==> config.mk <==
export PLATFORM = sky130hd
export DESIGN_NAME = apb_arbiter
export DESIGN_NICKNAME = d
export VERILOG_FILES = /design/src/rtl/apb_arbiter.sv
export SDC_FILE = /design/constraint.sdc
export NUM_CORES = 1
export LEC_CHECK = 0
export ABC_AREA = 1
export BUFFER_PORTS_ARGS = -buffer_cell sky130_fd_sc_hd__buf_2
export CORE_MARGIN = 1
export CORE_UTILIZATION = 25
export CTS_CLUSTER_SIZE = 8
export DETAILED_ROUTE_END_ITERATION = 10
export PLACE_DENSITY = 0.52
export SLEW_MARGIN = 40
export SYNTH_ARGS = -nofsm -noshare
export SYNTH_HDL_FRONTEND = slang
export SYNTH_SLANG_ARGS = --single-unit
==> constraint.sdc <==
create_clock -name APB_PCLK -period 4.6 [get_ports APB_PCLK]
set_input_delay 0.92 -clock APB_PCLK [delete_from_list [all_inputs] [get_ports APB_PCLK]]
set_output_delay 0.92 -clock APB_PCLK [all_outputs]
set_load 0.02 [all_outputs]
==> src/rtl/apb_arbiter.sv <==
// Two-master round-robin APB arbiter that replays the granted request on one shared slave bus.
// Latency: request seen in IDLE -> SETUP next cycle -> ACCESS after that; a zero-wait slave completes 2 cycles after the request.
// Backpressure: masters hold psel until pready; slave wait states stretch ACCESS, which is capped by TIMEOUT.
module apb_arbiter #(
  parameter int ADDR_WIDTH = 32,
  parameter int DATA_WIDTH = 32,
  parameter int TIMEOUT    = 256
) (
  input  logic                  APB_PCLK,
  input  logic                  APB_PRESET,
  input  logic [ADDR_WIDTH-1:0] m0_paddr,
  input  logic [DATA_WIDTH-1:0] m0_pdata,
  input  logic                  m0_psel,
  input  logic                  m0_penable,
  input  logic                  m0_pwrite,
  input  logic [3:0]            m0_pstb,
  output logic [DATA_WIDTH-1:0] m0_prdata,
  output logic                  m0_pready,
  output logic                  m0_perr,
  input  logic [ADDR_WIDTH-1:0] m1_paddr,
  input  logic [DATA_WIDTH-1:0] m1_pdata,
  input  logic                  m1_psel,
  input  logic                  m1_penable,
  input  logic                  m1_pwrite,
  input  logic [3:0]            m1_pstb,
  output logic [DATA_WIDTH-1:0] m1_prdata,
  output logic                  m1_pready,
  output logic                  m1_perr,
  output logic [ADDR_WIDTH-1:0] APB_paddr,
  output logic [DATA_WIDTH-1:0] APB_pdata,
  output logic                  APB_psel,
  output logic                  APB_penable,
  output logic                  APB_pwrite,
  output logic [3:0]            APB_pstb,
  input  logic [DATA_WIDTH-1:0] APB_prdata,
  input  logic                  APB_pready,
  input  logic                  APB_perr,
  output logic                  grant
);

  // Counter only needs to reach TIMEOUT-1; keep at least one bit so the
  // disabled configuration still elaborates cleanly.
  localparam int               CNT_W    = (TIMEOUT > 1) ? $clog2(TIMEOUT) : 1;
  localparam logic [CNT_W-1:0] CNT_LAST = CNT_W'((TIMEOUT > 0) ? TIMEOUT - 1 : 0);

  typedef enum logic [1:0] {
    IDLE   = 2'd0,
    SETUP  = 2'd1,
    ACCESS = 2'd2
  } state_t;

  state_t                  state_q, state_d;
  logic                    last_grant_q, last_grant_d;
  logic [ADDR_WIDTH-1:0]   paddr_q, paddr_d;
  logic [DATA_WIDTH-1:0]   pdata_q, pdata_d;
  logic                    psel_q, psel_d;
  logic                    penable_q, penable_d;
  logic                    pwrite_q, pwrite_d;
  logic [3:0]              pstb_q, pstb_d;
  logic [CNT_W-1:0]        cnt_q, cnt_d;

  logic                    arb_sel;
  logic                    timeout_hit;
  logic                    xfer_done;
  logic                    req_held;
  logic                    rsp_vld;
  logic                    rsp_err;
  logic [DATA_WIDTH-1:0]   rsp_dat;

  // penable from the masters carries no information the arbiter needs.
  logic                    unused_penable;
  assign unused_penable = m0_penable | m1_penable;

  // On a tie the master that did not win last time gets the bus.
  assign arb_sel     = (m0_psel && m1_psel) ? ~last_grant_q : m1_psel;
  assign timeout_hit = (TIMEOUT != 0) && (state_q == ACCESS) && (cnt_q == CNT_LAST);
  assign xfer_done   = (state_q == ACCESS) && (APB_pready || timeout_hit);

  // A granted master that dropped psel early loses its response; the bus
  // transfer still runs to completion.
  assign req_held = last_grant_q ? m1_psel : m0_psel;
  assign rsp_vld  = xfer_done && req_held;
  assign rsp_err  = APB_perr || (timeout_hit && !APB_pready);
  assign rsp_dat  = APB_pready ? APB_prdata : '0;

  assign APB_paddr   = paddr_q;
  assign APB_pdata   = pdata_q;
  assign APB_psel    = psel_q;
  assign APB_penable = penable_q;
  assign APB_pwrite  = pwrite_q;
  assign APB_pstb    = pstb_q;
  assign grant       = last_grant_q;

  // State register and registered shared-bus outputs.
  always_ff @(posedge APB_PCLK) begin
    if (APB_PRESET) begin
      state_q      <= IDLE;
      last_grant_q <= 1'b1;
      paddr_q      <= '0;
      pdata_q      <= '0;
      psel_q       <= 1'b0;
      penable_q    <= 1'b0;
      pwrite_q     <= 1'b0;
      pstb_q       <= '0;
      cnt_q        <= '0;
    end else begin
      state_q      <= state_d;
      last_grant_q <= last_grant_d;
      paddr_q      <= paddr_d;
      pdata_q      <= pdata_d;
      psel_q       <= psel_d;
      penable_q    <= penable_d;
      pwrite_q     <= pwrite_d;
      pstb_q       <= pstb_d;
      cnt_q        <= cnt_d;
    end
  end

  // Next state: arbitrate and latch in IDLE, enable in SETUP, hold until done in ACCESS.
  always_comb begin
    state_d      = state_q;
    last_grant_d = last_grant_q;
    paddr_d      = paddr_q;
    pdata_d      = pdata_q;
    psel_d       = psel_q;
    penable_d    = penable_q;
    pwrite_d     = pwrite_q;
    pstb_d       = pstb_q;
    cnt_d        = cnt_q;
    case (state_q)
      IDLE: begin
        psel_d    = 1'b0;
        penable_d = 1'b0;
        if (m0_psel || m1_psel) begin
          last_grant_d = arb_sel;
          paddr_d      = arb_sel ? m1_paddr  : m0_paddr;
          pdata_d      = arb_sel ? m1_pdata  : m0_pdata;
          pwrite_d     = arb_sel ? m1_pwrite : m0_pwrite;
          pstb_d       = arb_sel ? m1_pstb   : m0_pstb;
          psel_d       = 1'b1;
          state_d      = SETUP;
        end
      end
      SETUP: begin
        penable_d = 1'b1;
        cnt_d     = '0;
        state_d   = ACCESS;
      end
      ACCESS: begin
        if (xfer_done) begin
          psel_d    = 1'b0;
          penable_d = 1'b0;
          state_d   = IDLE;
        end else begin
          cnt_d = cnt_q + 1'b1;
        end
      end
      default: begin
        psel_d    = 1'b0;
        penable_d = 1'b0;
        state_d   = IDLE;
      end
    endcase
  end

  // Route the completion back to the granted master only.
  always_comb begin
    m0_pready = 1'b0;
    m0_perr   = 1'b0;
    m0_prdata = '0;
    m1_pready = 1'b0;
    m1_perr   = 1'b0;
    m1_prdata = '0;
    if (rsp_vld) begin
      if (last_grant_q) begin
        m1_pready = 1'b1;
        m1_perr   = rsp_err;
        m1_prdata = rsp_dat;
      end else begin
        m0_pready = 1'b1;
        m0_perr   = rsp_err;
        m0_prdata = rsp_dat;
      end
    end
  end

endmodule

== After elaboration in Yosys (flattened, before gate mapping) ==
Cells that the tools add are included.
Widths: inputs -> output; s select.

* Word-level logic and storage cells: 61
* Output and inout bits: 140
* Bits of input ports: 178
* Flip-flop bits (word level): 82

* Mux-type cells: 28
* Reductions and logical operators: 15
* Add/subtract/negate cells: 1
* Bitwise logic cells: 2
* Equal/unequal tests: 6

{| class="wikitable"
|+ Operators by type and width
! cell !! number
|-
| $mux 32 || 7
|-
| $pmux 8 s2 || 1
|-
| $mux 1 || 13
|-
| $add 8x1->8 const B || 1
|-
| $eq 8x8->1 const B || 1
|-
| $mux 8 || 1
|-
| $reduce_and 2->1 || 4
|-
| $ne 2x2->1 const B || 3
|-
| $pmux 2 s3 || 1
|-
| $logic_and 1x1->1 || 5
|-
| $mux 2 || 2
|-
| $mux 4 || 1
|-
| $logic_or 1x1->1 || 3
|-
| $pmux 1 s3 || 1
|-
| $eq 2x1->1 const B || 1
|-
| $eq 2x2->1 const B || 1
|-
| $logic_not 2->1 || 1
|-
| $not 1->1 || 2
|-
| $pmux 1 s2 || 1
|-
| $reduce_bool 2->1 || 1
|-
| $logic_not 1->1 || 1
|}

== Longest topological paths before layout ==
Gate-level depths: netlist of the first run.

* Word-level depth: 6
* Gate-level depth with buffers: 8
* Depth with buffers taken out: 8

== Least setup slack after synthesis of the first run ==
No wires, ideal clock.

* Path kind: input-to-output
* Start point: input port APB_pready
* End point: output port m0_prdata[22]
* Arrival: 1872 ps
* Buffers on the path: 2
* Path slack: 1808 ps
* Data required time: 3680 ps
* Stages on the path: 6
* Cells stage by stage: clkbuf_1 -> inv_1 -> nand2_4 -> nand3_4 -> buf_6 -> nor2_1

* Cells in the longest elaborated chain, start to end: 4
* Elaborated cells on any way between the ends: 6
* Those cells by class: 3 x mux; 3 x reduce/logical

{| class="wikitable"
|+ Ends and longest elaborated chain
! element !! line !! RTL
|-
| from (decl) || 36 || <nowiki>input logic APB_pready,</nowiki>
|-
| $logic_or 1x1->1 || 77 || <nowiki>assign xfer_done = (state_q == ACCESS) && (APB_pready || timeout_hit);</nowiki>
|-
| $logic_and 1x1->1 || 77 ||
|-
| $logic_and 1x1->1 || 82 || <nowiki>assign rsp_vld = xfer_done && req_held;</nowiki>
|-
| $mux 32 (*) || 174 || <nowiki>if (rsp_vld) begin</nowiki>
|-
| to (decl) || 17 || <nowiki>output logic [DATA_WIDTH-1:0] m0_prdata,</nowiki>
|}

Every way passes the cells marked *; elsewhere a longest branch is shown, timed or not.

== Worst setup path after layout of the first run ==
* Start point: input port APB_pready
* End point: output port m1_prdata[1]

* Cells in the longest elaborated chain, start to end: 4
* Elaborated cells on any way between the ends: 6
* Those cells by class: 3 x mux; 3 x reduce/logical

{| class="wikitable"
|+ Ends and longest elaborated chain
! element !! line !! RTL
|-
| $logic_or 1x1->1 || 77 ||
|-
| $logic_and 1x1->1 || 77 ||
|-
| $logic_and 1x1->1 || 82 ||
|-
| $mux 32 (*) || 174 ||
|-
| to (decl) || 26 || <nowiki>output logic [DATA_WIDTH-1:0] m1_prdata,</nowiki>
|}

Marked as above.

==> results of run 1 <==
[kinds of logic (layout without fill, tap and decap cells)]
group / Yosys count / count (layout) / share of synthesized area, %
adders and majority gates: 1 / 1 / 0.3014
buffers and inverters: 65 / 356 / 8.502
and+or+nand+nor: 297 / 297 / 30.90
AOI/OAI and AO/OA: 152 / 152 / 20.53
xor gates and xnor gates: 1 / 1 / 0.2111
DFF: 82 / 82 / 39.55
[worst register-to-register path, cell delays in order, from the launching register on]
cell     delay [ns]
dfxtp_1        0.44
nand2_1        0.09
nand2_2        0.43
buf_4          0.56
nand2_1        0.12
a31oi_1        0.19
[per-layer routing]
| layer | global-route usage [%] | wire length [um] | vias to the layer above |
|---|---|---|---|
| li1 | - | - | 2563 |
| met5 | 0 | 0 | - |
| met2 | 29.72 | 7278 | 208 |
| met3 | 5.456 | 1330 | 12 |
| met1 | 18.80 | 6265 | 2156 |
| met4 | 6.626 | 231 | 0 |
[power groups by stage]
stage	clock network, mW	registers, mW	logic (mW)
detailed placement	0	0.845	0.541
CTS	0.789	0.831	0.541
finish	0.766	0.832	0.534
global route	0.813	0.842	0.590
floorplan	0	0.942	0.228
global placement	0	0.845	0.526
[sequential cells by signal, indices dropped and copies added (netlist names)]
name	count
grant	1
APB_paddr	32
APB_pdata	32
APB_pstb	4
APB_pwrite	1
APB_psel	1
cnt_q	8
state_q	2
APB_penable	1
[placed cells by master, fill, tap and decap left out, types with 8 or more instances in the layout]
cell,n
buf_2,315
a31oi_1,69
dfxtp_1,82
nor2_1,50
a21oi_1,11
nor2_2,29
clkbuf_16,9
o21ai_1,41
inv_1,16
nand3_1,8
o21ai_0,29
nand2_1,195
[final cells by class]
class | instances | area share (%)
Multi-Input combinational cell | 451 | 35.14
Timing Repair Buffer | 322 | 27.55
Sequential cell | 82 | 26.69
Tap cell | 216 | 4.395
Clock buffer | 11 | 4.110
Inverter | 18 | 1.139
Clock inverter | 5 | 0.9766
[through the flow]
| stage | area [um2] | worst slack [ns] |
|---|---|---|
| after global placement | 5779 | 0.9647 |
| after floorplan | 4150 | 1.808 |
| after global routing | 6150 | 0.7098 |
| after detailed placement | 5837 | 0.9291 |
| final | 6150 | 0.9273 |
| after CTS | 6150 | 0.9150 |
[worst max path at each step]
stage | cells past startpoint | slack (ns) | endpoint
3_3_place_gp | 6 | 0.96 | m1_prdata[1]
2_1_floorplan | 6 | 1.81 | m0_prdata[22]
6_report | 6 | 0.93 | m1_prdata[1]
3_5_place_dp | 6 | 0.93 | m1_prdata[1]
5_1_grt | 6 | 0.71 | m1_prdata[0]
4_1_cts | 6 | 0.92 | m1_prdata[1]
==> flow_metrics.py, run 1 <==
metrics = {
    "setup_path": {
        "critical_path.slowest_cell": "nand4_4",
        "worstPathMaxFanout": 34,
        "crit_required_ns": 3.68,
        "path_buf_inv": 3,
        "cp_top_family": "simple AND/OR/NAND/NOR gates",
        "reg2reg_from": "grant",
        "rr_worst_depth": 5,
        "path_common_cell": "buf_2",
        "endpoint_kind": "output port",
        "worst-setup-path-type": "in2out",
        "cp-startpoint": "APB_pready",
        "critPathLaunchType": "input port",
        "r2r-end": "APB_pdata[23]",
        "crit_arrival_ns": 2.75,
        "worst_path_largest_cell_delay_ns": 0.53,
        "path_cells": "buf_2 -> inv_1 -> nand2_4 -> nand4_4 -> nor2_1 -> buf_2",
        "r2r_slack_ns": 2.71,
    },
    "clock_network": {
        "clock_sinks": 82,
        "clockBufferDepth": 2,
        "postCtsHoldBufs": 0,
        "post_cts_buffers": 0,
        "worst_skew_pair.late_latency_ns": 0.35,
        "ctsResizeCount": 0,
        "cts_buffers": 9,
        "tritoncts": "yes",
        "cts_max_level": 3,
        "cts.reportedPaths.clkPinSlew_ns": 0.06,
        "cts_root_buffer": "clkbuf_16",
    },
    "synthesis": {
        "synth_top_area_cell": "dfxtp_1",
        "yosysSeqAreaShare_pct": 39.55,
        "synthTopCellsByCount": "nand2_1, dfxtp_1, a31oi_1",
        "yosysUniqueCellTypes": 29,
        "async_flop_share_pct": 0,
        "syn_area_um2": 4150,
        "synth-edff-count": 0,
        "synth_area_leaders": "dfxtp_1, nand2_1, a31oi_1",
        "synth_top_area_share_pct": 39.55,
        "synth_warnings": 0,
        "syn_area_per_cell_um2": 6.940,
        "synth.net_count": 777,
        "synth_cells": 598,
        "synth_seq_cells": 82,
        "yosysMostFrequentCell": "nand2_1",
        "synthFlopType": "dfxtp_1",
    },
    "finish": {
        "drive_gt1_share_pct": 42.63,
        "fin_cells": 1105,
        "regArea_um2": 1642,
        "layout.nets": 1063,
        "area_growth_pct": 48.18,
        "multi_input_area_um2": 2161,
        "utilization_pct": 38.30,
        "fill_cells": 1775,
        "num_antenna_cells": 0,
    },
    "placement": {
        "gp_congestion": 0.7832,
        "hpwl_mm": 11.13,
        "io_buffers": 315,
        "placed_cells": 1089,
    },
    "global_routing": {
        "grt_pass1_wl_mm": 22.09,
        "antenna_found_initial": 0,
        "grt_pass1_vias": 4380,
        "grt_max_degree": 75,
        "grt_usage_pct": 16.88,
        "grt-ovfl-total": 0,
    },
    "sta": {
        "slew_violations": 0,
        "fin_crit_ns": 3.673,
        "worstMarginPinSlew_ns": 0.6957,
        "holdWs_ns": 0.4613,
        "setup_viol": 0,
        "rsz0062_at_grt": "no",
        "finalHoldViolations": 0,
        "fmax_ghz": 0.2723,
        "fin_crit_sh_pct": 79.84,
        "tns_ns": 0,
        "skew_ns": 0.008342,
        "slew_headroom_pct": 53.53,
    },
    "floorplanning": {
        "die-area_um2": 17120,
        "coreArea_um2": 16060,
        "dieHeight_um": 130.8,
        "start_util_pct": 25.85,
        "rows": 46,
        "die_x_um": 130.8,
        "pin_count": 318,
    },
    "power_and_ir_drop": {
        "seq_power_share_pct": 39.0,
        "ir_drop_mv": 0.1469,
        "p_int_mw": 1.442,
        "p_total_mw": 2.131,
        "pwr-share-comb_pct": 25.0,
        "power.leakage_nw": 3.146,
        "switching_share_pct": 32.34,
        "p_per_area_nw_per_um2": 346.6,
        "clkPwrFrac_pct": 35.9,
        "p_sw_mw": 0.6893,
    },
    "routing": {
        "totalWireLength_mm": 15.11,
        "ant_nets": 0,
        "drc_errors": 0,
        "vias": 4939,
        "wl_per_cell_um": 13.67,
        "drt_pass1_iterations": 5,
        "routed_via_density": 4.470,
        "drtIter0Drc": 125,
    },
    "outcome": {
        "status": "finished clean",
    },
    "min_path": {
        "min_to": "APB_penable",
        "hold_class": "reg2reg",
        "holdPathStages": 2,
        "worstHoldStart": "APB_penable",
    },
    "run": {
        "drv_cap": 0,
    },
}
No activity file was read; power rests on OpenSTA's default activity.
==> run 2: changes to the inputs <==
==> constraint.sdc (replaced) <==
create_clock -name APB_PCLK -period 3.63 [get_ports APB_PCLK]
set_input_delay 0.726 -clock APB_PCLK [delete_from_list [all_inputs] [get_ports APB_PCLK]]
set_output_delay 0.726 -clock APB_PCLK [all_outputs]
set_load 0.02 [all_outputs]
==> run 2 against run 1 <==
- combinational power is 23% higher
- core utilization is 0.078 points higher
- final cell count is essentially flat
- setup slack worse by 0.11 ns
- cell area rose by 0.20%
- global-route usage fell by 0.14 points
- via count rose by 1.2%
- sequential power up 26%
- wire length rose by 0.76%
- count of clock-buffer cells in the layout is 1 lower
- largest cell class unchanged
- non-clock buffer count unchanged
- worst hold slack got worse by 0.0034 ns
==> flow_metrics.py, run 2 (same netlist as run 1, synthesis figures left out) <==
metrics = {
    "sta": {
        "worstMarginPinSlew_ns": 0.7981,
        "setup_ws_ns": 0.8164,
        "skew_ns": 0.005525,
        "tns_ns": 0,
        "setup_viol": 0,
        "slew_violations": 0,
        "fin_crit_sh_pct": 77.51,
        "finalHoldViolations": 0,
        "slew_headroom_pct": 46.79,
        "fmax_ghz": 0.3554,
        "fin_crit_ns": 2.814,
        "rsz0062_at_grt": "no",
    },
    "setup_path": {
        "worstPathMaxFanout": 34,
        "cp_top_family": "simple AND/OR/NAND/NOR gates",
        "crit_required_ns": 2.90,
        "endpoint_kind": "output port",
        "path_cells": "ha_1 -> nand2_2 -> nor2_4 -> nand3_2 -> nand2_4 -> nand4_4 -> buf_4 -> nor2_2 -> buf_2",
        "path_buf_inv": 2,
        "crit_arrival_ns": 2.09,
        "reg2reg_from": "state_q[0]",
        "critPathCapture": "m1_prdata[9]",
        "rr_worst_depth": 5,
        "cp-startpoint": "cnt_q[0]",
        "r2r-end": "APB_paddr[24]",
        "critical_path.slowest_cell": "dfxtp_1",
        "worst_path_largest_cell_delay_ns": 0.39,
        "critPathLaunchType": "register",
        "worst-setup-path-type": "reg2out",
        "r2r_slack_ns": 1.80,
        "crit_cells": 9,
    },
    "finish": {
        "fill_cells": 1768,
        "layout.nets": 1063,
        "final_common_cell": "buf_2",
        "regArea_um2": 1642,
        "area_growth_pct": 48.48,
        "final_cell_mix": "buf_2, nand2_1, dfxtp_1",
        "multi_input_area_um2": 2161,
        "drive_gt1_share_pct": 42.63,
    },
    "clock_network": {
        "postCtsHoldBufs": 0,
        "cts.reportedPaths.clkPinSlew_ns": 0.06,
        "clock_sinks": 82,
        "worst_skew_pair.late_latency_ns": 0.34,
        "cts_max_level": 3,
        "ctsResizeCount": 0,
        "cts_root_buffer": "clkbuf_16",
        "tritoncts": "yes",
        "cts_buffers": 9,
        "post_cts_buffers": 0,
        "clockBufferDepth": 2,
    },
    "routing": {
        "vias": 4996,
        "drc_errors": 0,
        "ant_nets": 0,
        "routed_via_density": 4.517,
        "drt_pass1_iterations": 4,
        "wl_per_cell_um": 13.76,
        "drtIter0Drc": 135,
        "totalWireLength_mm": 15.22,
    },
    "global_routing": {
        "grt-ovfl-total": 0,
        "grt_usage_pct": 16.74,
        "grt_pass1_wl_mm": 21.84,
        "grt_pass1_vias": 4304,
        "grt_max_degree": 74,
        "antenna_found_initial": 1,
    },
    "placement": {
        "io_buffers": 315,
        "place_ws_ns": 1.071,
        "hpwl_mm": 11.16,
        "gp_congestion": 0.7747,
    },
    "floorplanning": {
        "start_util_pct": 25.85,
        "die-area_um2": 17120,
        "pin_count": 318,
        "dieHeight_um": 130.8,
        "die_x_um": 130.8,
        "rows": 46,
        "coreArea_um2": 16060,
    },
    "min_path": {
        "worstHoldStart": "APB_penable",
        "hold_class": "reg2reg",
    },
    "outcome": {
        "status": "finished clean",
    },
    "power_and_ir_drop": {
        "ir_drop_mv": 0.2170,
        "p_per_area_nw_per_um2": 454.3,
        "power.leakage_nw": 3.147,
    },
    "run": {
        "drv_cap": 0,
    },
}
run 2: worst min-delay path by stage:
stage	endpoint	depth (start not counted)
final	APB_penable	2
after global placement	APB_penable	2
after CTS	APB_penable	2
after floorplan	cnt_q[0]	1
after global routing	APB_penable	2
after detailed placement	APB_penable	2
run 2: tightest hold or removal path, stage by stage (launching register included):
cell     delay [ns]
dfxtp_1        0.30
nand2_1        0.06
a21oi_1        0.05
run 2: cell type report:
class | instances | area share (%)
inverters | 18 | 1.096
well taps | 216 | 4.386
repair buffers | 322 | 27.05
multi-input cells | 451 | 35.07
diodes | 1 | 0.04061
flip-flops and latches | 82 | 26.64
clock inverters | 6 | 1.848
clock buffers | 10 | 3.878
run 2: layer usage:
layer	share of wire (%)	vias to the layer above	wire length, um	track usage (%)
li1	-	2569	-	-
met1	41	2202	6255	18.46
met2	48	213	7356	29.79
met3	9.2	12	1393	5.537
met4	1.4	0	214	6.153
met5	0	-	0	0
run 2: through the flow:
| stage | cell area [um2] | hold slack (ns) | power (mW) | std cells | utilization (%) |
|---|---|---|---|---|---|
| 3_3_place_gp | 5807 | 0.4477 | 1.739 | 1089 | 36.16 |
| 5_1_grt | 6160 | 0.4822 | 2.947 | 1105 | 38.36 |
| 3_5_place_dp | 5807 | 0.4533 | 1.739 | 1089 | 36.16 |
| 6_report | 6162 | 0.4579 | 2.799 | 1106 | 38.37 |
| 2_1_floorplan | 4150 | 0.4503 | 1.483 | 598 | - |
| 4_1_cts | 6160 | 0.4622 | 2.840 | 1105 | 38.36 |
run 2: power breakdown:
part	total [mW]	switching (mW)	internal (mW)
sequential	1.05	0.0512	1.00
combinational	0.659	0.422	0.237
clock	1.09	0.394	0.692
